`src/rtl/core_external_irq_collector.sv`:
```
// ---------------------------------------------------------------------------
// core_external_irq_collector
//
// Collects 64 external interrupt lines into a pending set and presents the
// lowest-numbered enabled pending line to core_interrupt_manager, one request
// at a time. A presented request stays frozen until the manager acks it.
//
// Ports
//   iCLOCK           core clock, all logic on posedge
//   iRESET_SYNC      synchronous reset, active-high
//   iIRQ_LINE        raw IRQ lines, already synchronous to iCLOCK
//   iIRQ_EDGE_MODE   per line: 1 = rising-edge latched, 0 = level
//   iIRQ_ENABLE      per line: 1 = eligible for selection
//   iPEND_CLR_VALID  software clear of one pending edge bit
//   iPEND_CLR_NUM    line to clear
//   oPENDING         registered pending set (edge bits OR level bits)
//   oEXT_ACTIVE      request presented to the interrupt manager
//   oEXT_NUM         presented line number
//   iEXT_ACK         manager accepted the presented request
// ---------------------------------------------------------------------------
module core_external_irq_collector (
  input  logic        iCLOCK,
  input  logic        iRESET_SYNC,
  input  logic [63:0] iIRQ_LINE,
  input  logic [63:0] iIRQ_EDGE_MODE,
  input  logic [63:0] iIRQ_ENABLE,
  input  logic        iPEND_CLR_VALID,
  input  logic [5:0]  iPEND_CLR_NUM,
  output logic [63:0] oPENDING,
  output logic        oEXT_ACTIVE,
  output logic [5:0]  oEXT_NUM,
  input  logic        iEXT_ACK
);

  // Fixed at 64 because the line number is 6 bits wide.
  localparam int unsigned P_IRQ_N = 64;
  localparam int unsigned NumW    = 6;

  typedef enum logic [0:0] {
    StIdle,
    StPresent
  } stateE;

  stateE             stateQ;
  logic              extActiveQ;
  logic [NumW-1:0]   extNumQ;

  logic [P_IRQ_N-1:0] lineHistQ;
  logic [P_IRQ_N-1:0] edgeModeQ;
  logic [P_IRQ_N-1:0] edgePendQ;
  logic [P_IRQ_N-1:0] edgePendD;
  logic [P_IRQ_N-1:0] pendingQ;
  logic [P_IRQ_N-1:0] pendingD;

  logic [P_IRQ_N-1:0] riseMask;
  logic [P_IRQ_N-1:0] ackMask;
  logic [P_IRQ_N-1:0] swClrMask;
  logic [P_IRQ_N-1:0] modeChgMask;
  logic [P_IRQ_N-1:0] clrMask;

  logic [P_IRQ_N-1:0] cand;
  logic               candAny;
  logic [NumW-1:0]    winner;
  logic               ackTaken;

  // -------------------------------------------------------------------------
  // Pending-set next state
  // -------------------------------------------------------------------------
  assign ackTaken = (stateQ == StPresent) && iEXT_ACK;

  always_comb begin
    ackMask   = '0;
    swClrMask = '0;
    for (int unsigned i = 0; i < P_IRQ_N; i++) begin
      if (ackTaken && (extNumQ == NumW'(i))) begin
        ackMask[i] = 1'b1;
      end
      if (iPEND_CLR_VALID && (iPEND_CLR_NUM == NumW'(i))) begin
        swClrMask[i] = 1'b1;
      end
    end
  end

  always_comb begin
    riseMask    = iIRQ_LINE & ~lineHistQ;
    modeChgMask = iIRQ_EDGE_MODE ^ edgeModeQ;
    clrMask     = ackMask | swClrMask | modeChgMask;
    // A rise in the same cycle as any clear still sets the bit, so no new
    // event is lost. Level-mode lines never hold an edge bit.
    edgePendD   = ((edgePendQ & ~clrMask) | riseMask) & iIRQ_EDGE_MODE;
    pendingD    = edgePendD | (iIRQ_LINE & ~iIRQ_EDGE_MODE);
  end

  always_ff @(posedge iCLOCK) begin
    if (iRESET_SYNC) begin
      // History of all ones: lines already high out of reset make no edge.
      lineHistQ <= '1;
      edgeModeQ <= '0;
      edgePendQ <= '0;
      pendingQ  <= '0;
    end else begin
      lineHistQ <= iIRQ_LINE;
      edgeModeQ <= iIRQ_EDGE_MODE;
      edgePendQ <= edgePendD;
      pendingQ  <= pendingD;
    end
  end

  // -------------------------------------------------------------------------
  // Selection: lowest-index enabled pending line, from registered state.
  // Masked lines stay pending and become eligible once enabled.
  // -------------------------------------------------------------------------
  always_comb begin
    cand    = pendingQ & iIRQ_ENABLE;
    candAny = |cand;
    winner  = '0;
    // Descending scan so the last hit (lowest index) wins.
    for (int i = P_IRQ_N - 1; i >= 0; i--) begin
      if (cand[i]) begin
        winner = NumW'(i);
      end
    end
  end

  // -------------------------------------------------------------------------
  // Presentation FSM with registered outputs.
  // Returning to StIdle on ack guarantees at least one idle (bubble) cycle
  // before the next request is presented.
  // -------------------------------------------------------------------------
  always_ff @(posedge iCLOCK) begin
    if (iRESET_SYNC) begin
      stateQ     <= StIdle;
      extActiveQ <= 1'b0;
      extNumQ    <= '0;
    end else begin
      unique case (stateQ)
        StIdle: begin
          // Acks arriving while idle are ignored.
          if (candAny) begin
            stateQ     <= StPresent;
            extActiveQ <= 1'b1;
            extNumQ    <= winner;
          end
        end
        StPresent: begin
          // Line drop, disable or clear never withdraw a presented request.
          if (iEXT_ACK) begin
            stateQ     <= StIdle;
            extActiveQ <= 1'b0;
          end
        end
        default: begin
          stateQ     <= StIdle;
          extActiveQ <= 1'b0;
        end
      endcase
    end
  end

  assign oPENDING    = pendingQ;
  assign oEXT_ACTIVE = extActiveQ;
  assign oEXT_NUM    = extNumQ;

endmodule

```
`config.mk`:
```
export PLATFORM = sky130hd
export DESIGN_NAME = core_external_irq_collector
export DESIGN_NICKNAME = d
export VERILOG_FILES = /design/src/rtl/core_external_irq_collector.sv
export SDC_FILE = /design/constraint.sdc
export NUM_CORES = 1
export LEC_CHECK = 0
export BUFFER_PORTS_ARGS = -buffer_cell sky130_fd_sc_hd__buf_4
export CAP_MARGIN = 20
export CORE_UTILIZATION = 53
export DETAILED_ROUTE_END_ITERATION = 8
export GPL_ROUTABILITY_DRIVEN = 0
export GPL_TIMING_DRIVEN = 0
export PLACE_DENSITY = 0.8
export SLEW_MARGIN = 20
export SYNTH_ARGS = -nofsm -noshare
export SYNTH_HDL_FRONTEND = slang
export SYNTH_SLANG_ARGS = --single-unit
```
`constraint.sdc`:
```
create_clock -name iCLOCK -period 2.3 [get_ports iCLOCK]
set_clock_uncertainty 0.15 [all_clocks]
set_input_delay 0.115 -clock iCLOCK [delete_from_list [all_inputs] [get_ports iCLOCK]]
set_output_delay 0.115 -clock iCLOCK [all_outputs]
set_load 0.005 [all_outputs]
```
==> metrics.cfg, run 1 <==
[critical_path]
critPathKind=reg2reg
crit_path_max_fanout=8
cpMaxStageDelayCell=nor3_2
critPathMaxStageDelay_ns=0.52
worstSetupEndpointType=register
crit_arrival_ns=2.59
required_ns=2.56
crit_chain=buf_2, nand2b_1, nor3_2, a221oi_1, o21a_1, or2_1
startpoint_type=register

[global_route]
grt_overflow=0
grt_max_degree=15
grt_pass1_wl_um=56800
antenna_found_initial=1
grtUsageTotal_pct=37.4
grt_pass1_vias=10500

[placed_design]
port_buffers=271
dp_cells=1591
place_area_um2=12800
post-dp-hpwl_um=25300

[logic_synthesis]
yosys.area.top_type=dfxtp_1
netlist_area_um2=10400
netlist_top_cells_area=dfxtp_1, nor2b_1, a221oi_1
syn_inst=1058
synth-seq-cells=264
syn_nets=1260
yosysSeqAreaShare_pct=50.8
yosysWarnings=0
synth_top_area_share_pct=50.8
synthArstFlopShare_pct=0
synth-edff-count=0
synth_area_per_cell_um2=9.83
yosys_most_used_dff=dfxtp_1
yosysUniqueCellTypes=56

[final_layout]
drive_above_1_share_pct=27.9
regArea_um2=5290
utilization_pct=82.5
fin_area_um2=15600
finalNonFillerCells=1821
nets=1742
fill_cells=1157
synthToLayoutAreaGrowth_pct=50.5
multi_input_area_um2=5030

[floorplan]
die_y_um=142
die-area_um2=20200
rows=50
ios=273
start_util_pct=54.8
die_x_um=142
core_um2=19000

[min_path]
hold_class=in2reg

[sta]
fin_setup_tns_ns=-0.0763
fmax_mhz=430
min_period_ns=2.33
relSlewSlack_pct=22.0
fin_crit_sh_pct=101
rsz0062_at_grt=yes
worstMarginPinSlew_ns=1.16
finalMaxSlewViolations=0
hold_viol=0
setup_slack_ns=-0.0265
setup-violations-final=10
holdWs_ns=0.0255

[clocking]
numCtsBuffers=26
clk_pin_slew_ns=0.06
cts.sinks=264
cts_root_buf=clkbuf_16
htree_levels=1
cts.path.max_buffers=3
insertion_delay_ns=0.53
tritoncts=built

[route]
drt-pass1-iter-count=5
dr_wl_met2_um=18200
route.met3.wl_um=3430
routedWlPerCell_um=21.0
viasPerCell=5.72
dr_total_vias=10400
ant_nets=0
top_layer=met4
drc=0
postRouteWirelength_um=38300
drt-met1-wl_um=14800
first_iter_violations=759

[status]
violations=negative setup slack
run_status=finished, violations left

[job]
maxCapViolations=0

[power_and_ir_drop]
leakagePower_uw=0.00664
powerDensity_nw_per_um2=723
ir_drop_uv=602

==> where the power goes <==
part	internal [uW]	switching (uW)	total, uW	leakage [uW]
registers	4790	136	4930	0.00218
clock network	2960	1780	4740	0.000458
logic	870	781	1650	0.00400
total	8620	2700	11300	0.00664
==> sequential cells by signal, indices dropped and copies added (netlist names) <==
name	cells
edgeModeQ	64
edgePendQ	64
lineHistQ	64
oEXT_ACTIVE	1
oEXT_NUM	6
oPENDING	64
stateQ	1
==> routing by layer <==
| metal | vias up | GRT usage, % |
|---|---|---|
| li1 | 4743 | - |
| met1 | 4952 | 45.6 |
| met2 | 599 | 64.6 |
| met3 | 120 | 5.59 |
| met4 | 0 | 17.9 |
| met5 | - | 0 |
==> cells by family (layout without fill, tap and decap cells) <==
logic type	after synthesis	after routing	share of synthesized area (%)
AND/OR/NAND/NOR	529	529	29.9
other	0	1	0
AO/OA/AOI/OAI	224	224	17.4
buffers and inverters	41	543	1.83
flip-flops	264	264	50.8
==> cell usage in the layout, fill, tap and decap left out, drive strengths merged, types with 4 or more instances in the layout <==
cell	count
a21oi	13
a221oi	69
a22oi	31
a31oi	4
a32o	5
a32oi	5
buf	287
bufinv	6
clkbuf	65
dfxtp	264
dlygate4sd3	180
inv	4
nand2	121
nand2b	11
nand3	8
nand4	5
nor2	24
nor2b	129
nor3	18
nor3b	68
nor4	4
o21a	64
o21ai	11
or2	128
==> what timing repair did <==
item                                   in CTS  in global routing
setup endpoints to repair                  30                 30
pin swaps                                   0                  2
setup buffers                               0                  1
hold buffers                              180                  0
endpoints found under the hold margin     262                  0
resized for setup                          11                 12
==> critical path, delay by kind of cell, from the launching register on <==
kind	cells	cell delay [ns]
AND/OR/NAND/NOR	3	0.92
AO/OA/AOI/OAI	2	0.50
flip-flops	1	0.39
buffers and inverters	1	0.24
==> cell usage after synthesis (8+ instances only) <==
master,instances
dfxtp_1,264
nor2b_1,129
nand2_1,119
a221oi_1,68
or2_2,68
nor3b_1,65
o21a_1,64
or2_1,60
nor2_1,24
clkbuf_1,23
a22oi_1,22
nor3_1,15
a21oi_1,13
nand2b_1,11
a22oi_2,8
o21ai_0,8
==> stage by stage <==
| step | power, uW | setup WS (ns) |
|---|---|---|
| 6_report | 11300 | -0.0265 |
| 5_1_grt | 11600 | -0.0794 |
| 4_1_cts | 11200 | -0.0165 |
| 3_5_place_dp | 6310 | -0.146 |
| 3_3_place_gp | 6280 | -0.591 |
| 2_1_floorplan | 5590 | 0.488 |
==> worst paths after layout <==
check	slack [ns]	cells after the start	from	to
min reg2reg	0.32	2	oEXT_ACTIVE	oEXT_ACTIVE
max reg2reg	-0.03	6	oEXT_NUM[2]	oPENDING[52]
max	-0.03	6	oEXT_NUM[2]	oPENDING[52]
min	0.03	7	iIRQ_ENABLE[29]	oEXT_NUM[3]
==> cell type report <==
cell class / count / share of cell area [%]
clock inverters: 7 / 1.20
multi-input cells: 753 / 32.1
inverters: 4 / 0.0960
repair buffers: 454 / 24.7
well taps: 260 / 2.08
clock buffers: 41 / 4.91
flip-flops and latches: 264 / 33.8
diodes: 1 / 0.0160
plain buffers: 37 / 1.12
Power figures use the tool's default switching activity.
==> inputs of run 2 (changes only) <==
- CORE_UTILIZATION: 53 -> 35
- PLACE_DENSITY: 0.8 -> not set
==> run 2 against run 1 <==
- the run ends with negative hold slack, negative setup slack left
- global-route usage shrank 12 points
- sequential share of layout area shrank 0.52 points
- via count shrank 4.1%
- worst setup slack lost 0.047 ns
- sequential power is essentially flat
- core utilization shrank 28 points
- total power shrank 0.52%
- combinational power is essentially flat
- clock power shrank 1%
- first-iteration DRC count shrank 5.7%
- fmax shrank 2.0%
==> metrics.cfg, run 2 (same netlist as run 1, synthesis figures left out) <==
[status]
run_status=finished, violations left
violations=negative hold slack, negative setup slack

[power_and_ir_drop]
p_sw_uw=2820  ; +4.5%
ir_drop_uv=493  ; -18%
powerDensity_nw_per_um2=708  ; -2.1%
p_int_uw=8440  ; -2.1%
clock_power_share_pct=41.5  ; -0.4 points
power_frac_comb_pct=14.7  ; about the same
leakagePower_uw=0.00668  ; +0.62%
p_seq_share_pct=43.8  ; +0.3 points
p_sw_share_pct=25.0  ; +1.2 points

[route]
first_iter_violations=716  ; -5.7%
ant_nets=0  ; unchanged
postRouteWirelength_um=39600  ; +3.5%
drc=0  ; unchanged
drt-pass1-iter-count=5  ; unchanged
routedWlPerCell_um=20.3  ; -3.5%
dr_total_vias=9986  ; -4.1%
viasPerCell=5.12  ; -11%

[clocking]
cts.path.max_buffers=3  ; unchanged
cts_root_buf=clkbuf_16
tritoncts=built
clk_pin_slew_ns=0.06  ; about the same
cts.sinks=264  ; unchanged
htree_levels=1  ; unchanged
numCtsBuffers=28  ; +7.7%
insertion_delay_ns=0.54  ; about the same

[final_layout]
fill_cells=2664  ; +130%
multi_input_area_um2=5070  ; +0.97%
regArea_um2=5290  ; unchanged
num_antenna_cells=0  ; -1
nets=1748  ; +0.34%
final_common_cell=buf_4
finalNonFillerCells=1952  ; +7.2%
synthToLayoutAreaGrowth_pct=52.9
layout_common_cells=buf_4, dfxtp_1, dlygate4sd3_1, nor2b_1, nand2_1
drive_above_1_share_pct=29.1  ; +1.2 points

[job]
maxCapViolations=0  ; unchanged

[placed_design]
port_buffers=271  ; unchanged
post-dp-hpwl_um=28400  ; +12%
dp_cells=1715  ; +7.8%
pre_cts_ws_ns=-0.298  ; -0.152 ns

[floorplan]
die_y_um=174  ; +23%
ios=273  ; unchanged
start_util_pct=35.9  ; -19 points
die-area_um2=30400  ; +51%
core_um2=28900  ; +53%
die_x_um=174  ; +23%
rows=62  ; +24%

[global_route]
grt_pass1_wl_um=58200  ; +2.6%
grtUsageTotal_pct=25.4  ; -12 points
grt_max_degree=14  ; -1
antenna_found_initial=1  ; unchanged
grt_pass1_vias=10000  ; -4.4%
grt_overflow=0  ; unchanged

[critical_path]
required_ns=2.58  ; +0.02 ns
crit_arrival_ns=2.66  ; +0.07 ns
rr_worst_depth=6  ; unchanged
critPathKind=reg2reg
worstSetupStartpoint=oEXT_NUM[2]
r2r-end=oPENDING[13]
worstSetupEndpoint=oPENDING[13]
rrSetupSlack_ns=-0.07  ; -0.05 ns
worstSetupEndpointType=register
r2r-start=oEXT_NUM[2]
startpoint_type=register
crit_path_max_fanout=8  ; unchanged

[sta]
worstMarginPinSlew_ns=1.00  ; -0.159 ns
rsz0062_at_grt=yes
fin_crit_sh_pct=103  ; +2.0 points
setup-violations-final=12  ; +2
setup_slack_ns=-0.0734  ; -0.0469 ns
min_period_ns=2.37  ; +0.0469 ns
holdWs_ns=-0.00861  ; -0.0341 ns
hold_viol=2  ; +2
fmax_mhz=421  ; -2.0%
finalMaxSlewViolations=0  ; unchanged
relSlewSlack_pct=32.7  ; +11 points

[min_path]
hold_class=in2reg

[run 2: layer usage]
| metal | vias up | global-route usage (%) | share of wire (%) |
|---|---|---|---|
| met1 | 4765 | 32.6 | 43 |
| met5 | - | 0 | 0 |
| met3 | 66 | 3.41 | 6.2 |
| met2 | 405 | 43.6 | 48 |
| li1 | 4750 | - | - |
| met4 | 0 | 8.95 | 3.1 |
[run 2: per-stage QoR]
step | instance area [um2] | utilization, % | total power (uW) | TNS, ns
after global routing | 15900 | 54.9 | 11600 | -1.97
after CTS | 15800 | 54.7 | 11300 | 0
after global placement | 12900 | 44.6 | 6330 | -10.66
after detailed placement | 13000 | 44.8 | 6360 | -4.19
after floorplan | 10400 | - | 5590 | 0
final | 15900 | 54.9 | 11300 | -0.417
[run 2: what timing repair did]
item	4_1_cts	5_1_grt
hold buffers	183	1
hold endpoints to repair	263	1
resized for setup	17	11
setup endpoints to repair	43	37
pin swaps	2	2
setup buffers	0	1
[run 2: critical path, cell delays in order (launching register included)]
cell and delay [ns]:
dfxtp_1 0.41, buf_2 0.25, nand2_1 0.16, nor2_1 0.57, a221oi_1 0.26, o21a_1 0.25, or2_1 0.22
[run 2: layout make-up]
type | count | area share [%]
clock buffer | 39 | 5.31
timing repair buffer | 458 | 24.5
multi-input combinational | 753 | 31.9
inverter | 4 | 0.0945
sequential | 264 | 33.3
clock inverter | 13 | 0.740
tap | 384 | 3.02
buffer | 37 | 1.10
[run 2: how the worst min path moves through the flow]
stage | start | endpoint | cells past startpoint
after floorplan | iEXT_ACK | stateQ | 1
after global placement | iIRQ_LINE[46] | lineHistQ[46] | 2
after detailed placement | iIRQ_LINE[23] | lineHistQ[23] | 2
after CTS | iIRQ_ENABLE[31] | oEXT_NUM[3] | 7
after global routing | iRESET_SYNC | edgeModeQ[50] | 2
final | iRESET_SYNC | edgeModeQ[56] | 2
[run 2: power groups by stage]
stage,registers [uW],clock network [uW],logic [uW]
after floorplan,4990,0,596
after global placement,5020,0,1320
after detailed placement,5020,0,1340
after CTS,4930,4740,1620
after global routing,4950,4930,1770
final,4930,4670,1660
==> inputs of run 3 (changes only) <==
- SETUP_SLACK_MARGIN: not set -> 0.4
==> run 3 against run 2 <==
- total power increased by 2.7%
- register-to-register slack improved by 0.19 ns
- largest power group unchanged
- clock power about the same
- die area is the same
- sequential share of layout area is 1.5 points lower
- core utilization is 3.1 points higher
- worst setup slack better by 0.19 ns
- the run ends with negative hold slack left
- first-iteration DRC count increased by 7.1%
- global-route usage rose by 0.52 points
- via count up 2.9%
- non-clock buffer count grew 63
==> metrics.cfg, run 3 (same netlist as run 1, synthesis figures left out) <==
[floorplan]
start_util_pct=35.9  ; unchanged
die_y_um=174  ; unchanged
ios=273  ; unchanged
die_x_um=174  ; unchanged
core_um2=28900  ; unchanged
die-area_um2=30400  ; unchanged
rows=62  ; unchanged

[sta]
fin_crit_sh_pct=95.0  ; -8.2 points
setup_slack_ns=0.116  ; +0.189 ns
setup-violations-final=0  ; -12
min_period_ns=2.18  ; -0.189 ns
worstMarginPinSlew_ns=1.08  ; +0.0779 ns
finalMaxSlewViolations=0  ; unchanged
fmax_mhz=458  ; +8.7%
holdWs_ns=-0.0912  ; -0.0826 ns
relSlewSlack_pct=27.5  ; -5.2 points
hold_viol=5  ; +3
rsz0062_at_grt=yes

[min_path]
min_path_cells=6  ; +4
min_delay_worst_endpoint=oEXT_NUM[1]
hold_class=in2reg
hp-start=iIRQ_ENABLE[4]

[global_route]
grt.met2_usage_pct=43.7  ; +0.10 points
grt.met1_usage_pct=33.1  ; +0.50 points
grtUsageTotal_pct=25.9  ; +0.52 points
grt_max_degree=14  ; unchanged
grt_overflow=0  ; unchanged
grt_pass1_wl_um=59500  ; +2.2%
top_usage_layer=met2
antenna_found_initial=0  ; -1
grt_pass1_vias=10200  ; +2.2%
grtUsageMet3_pct=4.00  ; +0.59 points

[route]
first_iter_violations=767  ; +7.1%
drc=0  ; unchanged
drt-pass1-iter-count=5  ; unchanged
viasPerCell=5.10  ; -0.35%
ant_nets=0  ; unchanged
postRouteWirelength_um=40800  ; +3.0%
dr_total_vias=10300  ; +2.9%
routedWlPerCell_um=20.2  ; -0.25%

[clocking]
htree_levels=1  ; unchanged
tritoncts=built
clk_pin_slew_ns=0.06  ; about the same
cts.sinks=264  ; unchanged
numCtsBuffers=28  ; unchanged
cts.path.max_buffers=3  ; unchanged
holdBufCountCts=174  ; -4.9%
insertion_delay_ns=0.54  ; about the same
cts_root_buf=clkbuf_16

[final_layout]
num_antenna_cells=0  ; unchanged
fin_area_um2=16800  ; +5.6%
finalNonFillerCells=2015  ; +3.2%
drive_above_1_share_pct=36.4  ; +7.3 points
layout_common_cells=buf_4, dfxtp_1, dlygate4sd3_1, nor2b_1, nand2_1
nets=1811  ; +3.6%
final_common_cell=buf_4
fill_cells=2567  ; -3.6%
synthToLayoutAreaGrowth_pct=61.5
utilization_pct=58.0  ; +3.1 points

[status]
run_status=finished, violations left
violations=negative hold slack

[critical_path]
worstSetupEndpointType=register
r2r-end=oEXT_NUM[0]
crit_arrival_ns=2.43  ; -0.23 ns
crit_path_max_fanout=4  ; -4
r2r-start=oPENDING[43]
critPathKind=reg2reg
worstSetupStartpoint=oPENDING[43]
rrSetupSlack_ns=0.12  ; +0.19 ns
required_ns=2.55  ; -0.03 ns
startpoint_type=register
rr_worst_depth=6  ; unchanged

[power_and_ir_drop]
p_total_uw=11600  ; +2.7%
ir_drop_uv=492  ; -0.15%
p_int_uw=8630  ; +2.2%
p_seq_share_pct=42.8  ; -1.0 points
p_sw_share_pct=25.4  ; +0.35 points
p_sw_uw=2930  ; +4.1%
clock_power_share_pct=40.3  ; -1.2 points
powerDensity_nw_per_um2=689  ; -2.8%
leakagePower_uw=0.00710  ; +6.4%
power_frac_comb_pct=16.9  ; +2.2 points

[placed_design]
place_area_um2=13000  ; unchanged
pre_cts_ws_ns=-0.298  ; unchanged
dp_cells=1715  ; unchanged
port_buffers=271  ; unchanged
post-dp-hpwl_um=28400  ; unchanged

[job]
maxCapViolations=0  ; unchanged

==> run 3: metrics by stage <==
| stage | setup TNS, ns | hold WS (ns) |
|---|---|---|
| 5_1_grt | 0 | -0.0567 |
| 3_5_place_dp | -4.19 | 0.170 |
| 4_1_cts | 0 | -0.0974 |
| 6_report | 0 | -0.0912 |
| 2_1_floorplan | 0 | 0.0640 |
| 3_3_place_gp | -10.66 | 0.168 |
==> run 3: how the worst max path moves through the flow <==
stage / endpoint / cells after the start
floorplan: oEXT_NUM[0] / 8
global placement: oPENDING[8] / 6
detailed placement: oPENDING[12] / 6
CTS: oEXT_NUM[0] / 6
global route: oEXT_NUM[0] / 9
finish: oEXT_NUM[0] / 6
==> run 3: repair_timing <==
action,4_1_cts,5_1_grt
endpoints found under the hold margin,264,3
endpoints found under the setup margin,128,69
resized for setup,105,42
gates cloned,0,2
setup buffers,44,28
pin swaps,46,50
==> run 3: area by class of cell <==
cell class	count	area, um2	share of cell area (%)
clock buffer	39	843	5.02
tap	384	480	2.86
sequential	264	5320	31.7
timing repair buffer	521	4390	26.1
buffer	37	221	1.32
inverter	4	15.0	0.0894
clock inverter	13	118	0.701
multi-input combinational	753	5400	32.2
==> run 3: per-layer routing <==
| metal | vias to the layer above | wire length (um) |
|---|---|---|
| li1 | 4872 | - |
| met1 | 4952 | 17400 |
| met2 | 371 | 19400 |
| met3 | 77 | 2390 |
| met4 | 0 | 1530 |
| met5 | - | 0 |
==> run 3: critical path: stages (launching register included) <==
cell and delay [ns]:
dfxtp_2 0.35, a222oi_1 0.54, o21ai_1 0.17, a311oi_2 0.45, nor3_4 0.14, o21ai_2 0.18
a221oi_2 0.07
==> run 3: power groups by stage <==
stage	clock, uW	combinational (uW)	sequential, uW
3_3_place_gp	0	1320	5020
4_1_cts	4740	1790	4950
6_report	4660	1950	4950
3_5_place_dp	0	1340	5020
2_1_floorplan	0	596	4990
5_1_grt	4920	2070	4970
